===== src/rtl/alu_issue_if.sv =====
// alu_issue_if: ID-to-EX issue bundle carrying the ID handshake, forwarding sources and ALU operands.
interface alu_issue_if #(parameter int XLEN = 32);
  logic            id_valid;
  logic            id_ready;
  logic [XLEN-1:0] id_pc;
  logic [XLEN-1:0] id_inst;
  logic [XLEN-1:0] id_imm;
  logic [XLEN-1:0] id_rs1_data;
  logic [XLEN-1:0] id_rs2_data;
  logic            ex_stall;
  logic            ex_flush;
  logic [1:0]      fwd_a_sel;
  logic [1:0]      fwd_b_sel;
  logic [XLEN-1:0] mem_fwd_data;
  logic [XLEN-1:0] wb_fwd_data;
  logic            ex_valid;
  logic [3:0]      alu_ctrl;
  logic [XLEN-1:0] op_A;
  logic [XLEN-1:0] op_B;
  logic [XLEN-1:0] ex_store_data;
  logic [XLEN-1:0] ex_pc;
  logic [XLEN-1:0] ex_pc_plus4;
  logic            ex_illegal;
  modport master (
    output id_valid, id_pc, id_inst, id_imm, id_rs1_data, id_rs2_data,
           ex_stall, ex_flush, fwd_a_sel, fwd_b_sel, mem_fwd_data, wb_fwd_data,
    input  id_ready, ex_valid, alu_ctrl, op_A, op_B, ex_store_data, ex_pc, ex_pc_plus4, ex_illegal
  );
  modport slave (
    input  id_valid, id_pc, id_inst, id_imm, id_rs1_data, id_rs2_data,
           ex_stall, ex_flush, fwd_a_sel, fwd_b_sel, mem_fwd_data, wb_fwd_data,
    output id_ready, ex_valid, alu_ctrl, op_A, op_B, ex_store_data, ex_pc, ex_pc_plus4, ex_illegal
  );
endinterface


===== src/rtl/alu_issue.sv =====
// alu_issue: ID/EX issue stage, decodes the ALU op, registers operands, forwards after the register.
// Define MATRIX_MUL_EN to decode custom-0 as MATRIX_MUL instead of an illegal instruction.
module alu_issue #(parameter int XLEN = 32) (
  input logic clk,
  input logic rstn,
  alu_issue_if.slave bus
);
  localparam logic [3:0] ALU_ADD = 4'h0, ALU_SUB = 4'h1, ALU_SLL = 4'h2, ALU_SLT = 4'h3,
                         ALU_SLTU = 4'h4, ALU_XOR = 4'h5, ALU_SRL = 4'h6, ALU_SRA = 4'h7,
                         ALU_OR = 4'h8, ALU_AND = 4'h9, ALU_NOTEQ = 4'hA, ALU_SGE = 4'hB,
                         ALU_SGEU = 4'hC, ALU_JUMP = 4'hD, ALU_MATRIX_MUL = 4'hE, ALU_NOP = 4'hF;
  localparam logic [6:0] OPC_OP = 7'b0110011, OPC_OP_IMM = 7'b0010011, OPC_BRANCH = 7'b1100011,
                         OPC_JAL = 7'b1101111, OPC_JALR = 7'b1100111, OPC_LOAD = 7'b0000011,
                         OPC_STORE = 7'b0100011, OPC_LUI = 7'b0110111, OPC_AUIPC = 7'b0010111,
                         OPC_CUSTOM0 = 7'b0001011;
  typedef enum logic [1:0] {A_RS1, A_PC, A_ZERO} a_src_e;
  typedef enum logic {B_RS2, B_IMM} b_src_e;
  logic [6:0] opc;
  logic [2:0] f3;
  logic       b30;
  logic [3:0] dec_ctrl;
  a_src_e     dec_a;
  b_src_e     dec_b;
  logic       dec_ill;
  logic            valid_d, valid_q, ill_d, ill_q;
  logic [3:0]      ctrl_d, ctrl_q;
  a_src_e          a_sel_d, a_sel_q;
  b_src_e          b_sel_d, b_sel_q;
  logic [XLEN-1:0] pc_d, pc_q, pc4_d, pc4_q, rs1_d, rs1_q, rs2_d, rs2_q, imm_d, imm_q;
  logic [XLEN-1:0] fwd_a, fwd_b;
  assign opc = bus.id_inst[6:0];
  assign f3  = bus.id_inst[14:12];
  assign b30 = bus.id_inst[30];
  always_comb begin
    dec_ctrl = ALU_NOP;
    dec_a    = A_RS1;
    dec_b    = B_RS2;
    dec_ill  = 1'b0;
    case (opc)
      OPC_OP, OPC_OP_IMM: begin
        case (f3)
          3'b000:  dec_ctrl = (opc == OPC_OP && b30) ? ALU_SUB : ALU_ADD;
          3'b001:  dec_ctrl = ALU_SLL;
          3'b010:  dec_ctrl = ALU_SLT;
          3'b011:  dec_ctrl = ALU_SLTU;
          3'b100:  dec_ctrl = ALU_XOR;
          3'b101:  dec_ctrl = b30 ? ALU_SRA : ALU_SRL;
          3'b110:  dec_ctrl = ALU_OR;
          default: dec_ctrl = ALU_AND;
        endcase
        dec_b = (opc == OPC_OP_IMM) ? B_IMM : B_RS2;
      end
      OPC_BRANCH: begin
        case (f3)
          3'b000:  dec_ctrl = ALU_SUB;
          3'b001:  dec_ctrl = ALU_NOTEQ;
          3'b100:  dec_ctrl = ALU_SLT;
          3'b101:  dec_ctrl = ALU_SGE;
          3'b110:  dec_ctrl = ALU_SLTU;
          3'b111:  dec_ctrl = ALU_SGEU;
          default: dec_ill  = 1'b1;
        endcase
      end
      OPC_JAL:              begin dec_ctrl = ALU_JUMP; dec_a = A_PC;   dec_b = B_IMM; end
      OPC_JALR:             begin dec_ctrl = ALU_JUMP; dec_b = B_IMM; end
      OPC_LOAD, OPC_STORE:  begin dec_ctrl = ALU_ADD;  dec_b = B_IMM; end
      OPC_LUI:              begin dec_ctrl = ALU_ADD;  dec_a = A_ZERO; dec_b = B_IMM; end
      OPC_AUIPC:            begin dec_ctrl = ALU_ADD;  dec_a = A_PC;   dec_b = B_IMM; end
`ifdef MATRIX_MUL_EN
      OPC_CUSTOM0:          dec_ctrl = ALU_MATRIX_MUL;
`endif
      default:              dec_ill = 1'b1;
    endcase
  end
  // Flush wins over stall and capture; an idle unstalled cycle loads a bubble.
  always_comb begin
    valid_d = valid_q;
    ctrl_d  = ctrl_q;
    ill_d   = ill_q;
    a_sel_d = a_sel_q;
    b_sel_d = b_sel_q;
    pc_d    = pc_q;
    pc4_d   = pc4_q;
    rs1_d   = rs1_q;
    rs2_d   = rs2_q;
    imm_d   = imm_q;
    if (bus.ex_flush) begin
      valid_d = 1'b0;
      ctrl_d  = ALU_NOP;
    end else if (!bus.ex_stall) begin
      valid_d = bus.id_valid;
      ctrl_d  = bus.id_valid ? dec_ctrl : ALU_NOP;
      if (bus.id_valid) begin
        ill_d   = dec_ill;
        a_sel_d = dec_a;
        b_sel_d = dec_b;
        pc_d    = bus.id_pc;
        pc4_d   = bus.id_pc + 32'd4;
        rs1_d   = bus.id_rs1_data;
        rs2_d   = bus.id_rs2_data;
        imm_d   = bus.id_imm;
      end
    end
  end
  always_ff @(posedge clk or negedge rstn) begin
    if (!rstn) begin
      valid_q <= 1'b0;
      ctrl_q  <= ALU_NOP;
      ill_q   <= 1'b0;
      a_sel_q <= A_RS1;
      b_sel_q <= B_RS2;
      pc_q    <= '0;
      pc4_q   <= '0;
      rs1_q   <= '0;
      rs2_q   <= '0;
      imm_q   <= '0;
    end else begin
      valid_q <= valid_d;
      ctrl_q  <= ctrl_d;
      ill_q   <= ill_d;
      a_sel_q <= a_sel_d;
      b_sel_q <= b_sel_d;
      pc_q    <= pc_d;
      pc4_q   <= pc4_d;
      rs1_q   <= rs1_d;
      rs2_q   <= rs2_d;
      imm_q   <= imm_d;
    end
  end
  always_comb begin
    fwd_a = bus.fwd_a_sel == 2'd1 ? bus.mem_fwd_data : bus.fwd_a_sel == 2'd2 ? bus.wb_fwd_data : rs1_q;
    fwd_b = bus.fwd_b_sel == 2'd1 ? bus.mem_fwd_data : bus.fwd_b_sel == 2'd2 ? bus.wb_fwd_data : rs2_q;
  end
  assign bus.id_ready      = !bus.ex_stall;
  assign bus.ex_valid      = valid_q;
  assign bus.alu_ctrl      = valid_q ? ctrl_q : ALU_NOP;
  assign bus.ex_illegal    = valid_q & ill_q;
  assign bus.op_A          = !valid_q ? '0 : a_sel_q == A_PC ? pc_q : a_sel_q == A_ZERO ? '0 : fwd_a;
  assign bus.op_B          = !valid_q ? '0 : b_sel_q == B_IMM ? imm_q : fwd_b;
  assign bus.ex_store_data = fwd_b;
  assign bus.ex_pc         = pc_q;
  assign bus.ex_pc_plus4   = pc4_q;
endmodule


===== src/flat_wrapper.sv =====
// flat-port wrapper written by rule: the top's interface ports become plain ports
module alu_issue_flat 
#(parameter int XLEN = 32)
  (clk, rstn, bus_id_valid, bus_id_pc, bus_id_inst, bus_id_imm, bus_id_rs1_data, bus_id_rs2_data, bus_ex_stall, bus_ex_flush, bus_fwd_a_sel, bus_fwd_b_sel, bus_mem_fwd_data, bus_wb_fwd_data, bus_id_ready, bus_ex_valid, bus_alu_ctrl, bus_op_A, bus_op_B, bus_ex_store_data, bus_ex_pc, bus_ex_pc_plus4, bus_ex_illegal);
  alu_issue_if #(.XLEN(XLEN)) bus_i ();
  input logic clk;
  input logic rstn;
  input wire logic [$bits(bus_i.id_valid)-1:0] bus_id_valid;
  input wire logic [$bits(bus_i.id_pc)-1:0] bus_id_pc;
  input wire logic [$bits(bus_i.id_inst)-1:0] bus_id_inst;
  input wire logic [$bits(bus_i.id_imm)-1:0] bus_id_imm;
  input wire logic [$bits(bus_i.id_rs1_data)-1:0] bus_id_rs1_data;
  input wire logic [$bits(bus_i.id_rs2_data)-1:0] bus_id_rs2_data;
  input wire logic [$bits(bus_i.ex_stall)-1:0] bus_ex_stall;
  input wire logic [$bits(bus_i.ex_flush)-1:0] bus_ex_flush;
  input wire logic [$bits(bus_i.fwd_a_sel)-1:0] bus_fwd_a_sel;
  input wire logic [$bits(bus_i.fwd_b_sel)-1:0] bus_fwd_b_sel;
  input wire logic [$bits(bus_i.mem_fwd_data)-1:0] bus_mem_fwd_data;
  input wire logic [$bits(bus_i.wb_fwd_data)-1:0] bus_wb_fwd_data;
  output wire logic [$bits(bus_i.id_ready)-1:0] bus_id_ready;
  output wire logic [$bits(bus_i.ex_valid)-1:0] bus_ex_valid;
  output wire logic [$bits(bus_i.alu_ctrl)-1:0] bus_alu_ctrl;
  output wire logic [$bits(bus_i.op_A)-1:0] bus_op_A;
  output wire logic [$bits(bus_i.op_B)-1:0] bus_op_B;
  output wire logic [$bits(bus_i.ex_store_data)-1:0] bus_ex_store_data;
  output wire logic [$bits(bus_i.ex_pc)-1:0] bus_ex_pc;
  output wire logic [$bits(bus_i.ex_pc_plus4)-1:0] bus_ex_pc_plus4;
  output wire logic [$bits(bus_i.ex_illegal)-1:0] bus_ex_illegal;
  assign bus_i.id_valid = bus_id_valid;
  assign bus_i.id_pc = bus_id_pc;
  assign bus_i.id_inst = bus_id_inst;
  assign bus_i.id_imm = bus_id_imm;
  assign bus_i.id_rs1_data = bus_id_rs1_data;
  assign bus_i.id_rs2_data = bus_id_rs2_data;
  assign bus_i.ex_stall = bus_ex_stall;
  assign bus_i.ex_flush = bus_ex_flush;
  assign bus_i.fwd_a_sel = bus_fwd_a_sel;
  assign bus_i.fwd_b_sel = bus_fwd_b_sel;
  assign bus_i.mem_fwd_data = bus_mem_fwd_data;
  assign bus_i.wb_fwd_data = bus_wb_fwd_data;
  assign bus_id_ready = bus_i.id_ready;
  assign bus_ex_valid = bus_i.ex_valid;
  assign bus_alu_ctrl = bus_i.alu_ctrl;
  assign bus_op_A = bus_i.op_A;
  assign bus_op_B = bus_i.op_B;
  assign bus_ex_store_data = bus_i.ex_store_data;
  assign bus_ex_pc = bus_i.ex_pc;
  assign bus_ex_pc_plus4 = bus_i.ex_pc_plus4;
  assign bus_ex_illegal = bus_i.ex_illegal;
  alu_issue #(.XLEN(XLEN)) u_core (.clk(clk), .rstn(rstn), .bus(bus_i));
endmodule

===== config.mk =====
export PLATFORM = sky130hd
export DESIGN_NAME = alu_issue_flat
export DESIGN_NICKNAME = d
export VERILOG_FILES = /design/src/rtl/alu_issue_if.sv /design/src/rtl/alu_issue.sv /design/src/flat_wrapper.sv
export SDC_FILE = /design/constraint.sdc
export NUM_CORES = 1
export LEC_CHECK = 0
export ABC_AREA = 1
export CAP_MARGIN = 20
export CORE_AREA = 2 2 154 156
export DETAILED_ROUTE_END_ITERATION = 8
export DIE_AREA = 0 0 156 158
export PLACE_DENSITY = 0.78
export SYNTH_ARGS = -nofsm -noshare
export SYNTH_HDL_FRONTEND = slang
export SYNTH_SLANG_ARGS = --single-unit

===== constraint.sdc =====
create_clock -name clk -period 3.1 [get_ports clk]
set_clock_uncertainty 0.1 [all_clocks]
set_input_delay 0.62 -clock clk [delete_from_list [all_inputs] [get_ports clk]]
set_output_delay 0.62 -clock clk [all_outputs]
set_load 0.01 [all_outputs]

==> flow_summary.ini <==
[outcome]
outcome = complete, no violations

[pwr]
power.leakage_nw = 7.34
p_clk_share_pct = 31.6
switching_share_pct = 31.8
pwr-share-seq_pct = 39.5
peakVddDrop_mv = 0.369
combPwrFrac_pct = 28.9
cellPowerDensity_mw_per_mm2 = 469
internal_power_mw = 4.72
p_total_mw = 6.92
p_switching_mw = 2.20

[synthesis]
ys_ff_latch = 167
synthTopCellsByArea = dfrtp_1 (42%), nand2_1 (23%), o21ai_0 (6.4%)
netlist_area_mm2 = 0.00971
synth_top_family_by_area = simple AND/OR/NAND/NOR gates
syn_nets = 1650
synth-simple-area-share_pct = 29.3
synthFlopType = dfrtp_1
yosysTopAreaCell = dfrtp_1
synth-edff-count = 0
synth_xor_area_share_pct = 1.26
seq_area_frac_synth_pct = 43.1
yosysTopAreaCellShare_pct = 42.0
avgSynthCellArea_um2 = 6.86
async_flop_share_pct = 100
synthAdderAreaFrac_pct = 0.129
yosysWarnings = 0
synth.area.mux_share_pct = 0
ys_types = 37
synth_compound_area_share_pct = 17.3
syn_inst = 1416

[detailed_routing]
ant_nets = 0
drt_iter0_markers = 825
drc = 0
route.met3.wl_um = 3140
routed_via_density = 5.26
routedWlPerCell_um = 18.4
wl_met2_um = 18700
vias = 11100
m1WireLength_um = 15300
routed_wl_um = 38700
top_layer = met4
first_pass_iters = 5

[worst_hold_path]
hp-class = primary input to async pin

[grt]
grt-ovfl-total = 0
grt_max_degree = 87
first_global_vias = 10700
grt_pass1_wl_um = 58700
antenna_found_initial = 2
grt_util_all_layers_pct = 31.1

[cts]
clk_pin_slew_ps = 70
insertion_delay_ps = 430
cts_root_buf = clkbuf_16
clock_path_buffers = 2
htreeDepth = 4
cts.sinks = 167
cts_made_buffers = 17
cts_tree = built
cts_hold_buf = 0

[layout]
final_cell_mix = nand2_1 (589), clkdlybuf4s50_1 (279), dfrtp_1 (163)
area.growth.synth_to_final_pct = 52.1
utilization_pct = 64.1
layout.nets = 2030
mostFrequentLayoutCell = nand2_1
stdcell_count = 2100
drive_gt1_share_pct = 8.62

[setup_path]
cp-end-kind = output port
cp-start-kind = primary input
critPathKind = primary input to output port
crit_required_ps = 2380
r2r_end = u_core.bus.ex_valid$_DFFE_PN0P_
worstRegToRegCells = 3
worstPathMaxFanout = 19
cp.arrival_ps = 2340
r2r_start = u_core.bus.ex_valid$_DFFE_PN0P_
rrSetupSlack_ps = 2050

[timing]
setup_violations = 0
hold-worst-slack_ps = 81.9
setup_total_negative_slack_ps = 0
post-route-min-period_ps = 3060
finalCritPeriodShare_pct = 98.6
final-hold-violation-count = 0
fmax_mhz = 327
slew_viol_final = 0
relSlewSlack_pct = 58.0
worstMarginPinSlew_ps = 630

[floorplan]
rows = 56
die-area_mm2 = 0.0246
die_h_um = 158
start_util_pct = 42.1
core_area_mm2 = 0.0231
num_io_pins = 400
die_width_um = 156

[run]
max-cap-violations = 0

[place]
post-dp-hpwl_um = 28300
gp_congestion = 0.953
dp_cells = 2040
numPortBuffers = 378
[power groups by stage]
stage	sequential (mW)	combinational, mW	clock [mW]
after floorplan	2.77	0.785	0
after global placement	2.76	1.95	0
after detailed placement	2.76	1.99	0
after CTS	2.73	2.00	2.22
after global routing	2.77	2.19	2.31
final	2.74	2.00	2.19
[cells in the mapped netlist (4+ instances only)]
cell type / instances
buf_2: 24
dfrtp_1: 163
dfstp_2: 4
nand2_1: 591
or2_2: 5
nand3_1: 22
nand4_1: 11
xor2_1: 12
clkbuf_1: 53
o21a_1: 33
nor3_1: 9
a21oi_1: 98
inv_1: 137
nor2_1: 65
o21ai_0: 124
o211ai_1: 36
[flip-flops by register name, indices dropped and copies added (netlist names)]
signal                  cells
u_core.b_sel_q              1
u_core.rs1_q               32
u_core.bus.ex_valid         1
u_core.imm_q               32
u_core.ctrl_q               4
u_core.ill_q                1
u_core.a_sel_q              2
u_core.rs2_q               32
u_core.bus.ex_pc_plus4     32
u_core.bus.ex_pc           30
[per-stage QoR]
step	setup WS, ps	instance area [µm²]
floorplan	868	9710
global placement	-387	14000
detailed placement	-370	14000
CTS	-240	14800
global route	-25.9	14800
finish	42.6	14800
[worst max-delay path, stage by stage]
cell	delay, ps
clkdlybuf4s50_1	420
inv_2	100
nand2_4	100
bufbuf_16	310
nand2_1	60
o21ai_0	70
o21ai_0	240
a21oi_1	120
dlygate4sd2_1	300
[cell families after synthesis]
| kind of cell | Yosys count |
|---|---|
| adder cells (fa/ha/maj) | 1 |
| buffers and inverters | 221 |
| AND/OR/NAND/NOR | 715 |
| XOR/XNOR | 14 |
| flip-flops | 167 |
| AO/OA/AOI/OAI | 298 |
[what timing repair did]
action                     CTS  global route
resized for setup          129            69
setup buffers               21             2
setup endpoints to repair   88            45
pin swaps                    7             6
gates cloned                 5             0
[worst max path at each step]
| stage | slack, ps | from | end |
|---|---|---|---|
| after floorplan | 870 | bus_fwd_a_sel[0] | bus_op_A[0] |
| after global placement | -390 | bus_fwd_a_sel[0] | bus_op_A[30] |
| after detailed placement | -370 | bus_fwd_a_sel[0] | bus_op_A[30] |
| after CTS | -240 | bus_fwd_a_sel[0] | bus_op_A[30] |
| after global routing | -30 | bus_fwd_b_sel[1] | bus_op_B[2] |
| final | 40 | bus_fwd_a_sel[0] | bus_op_A[10] |
[cell type report]
type | count | area, µm²
Fill cell | 2082 | 8280
Multi-Input combinational cell | 1028 | 4730
Timing Repair Buffer | 443 | 4370
Sequential cell | 167 | 4180
Inverter | 139 | 528
Clock buffer | 18 | 429
Tap cell | 290 | 363
Clock inverter | 14 | 163
Antenna cell | 1 | 2.50
[layer usage]
| layer | global-route usage [%] | up-vias |
|---|---|---|
| met1 | 38.2 | 5148 |
| met5 | 0 | - |
| met4 | 13.1 | 0 |
| li1 | - | 5249 |
| met3 | 6.71 | 92 |
| met2 | 53.1 | 566 |
Note: power is estimated with default switching activity, not from simulation.
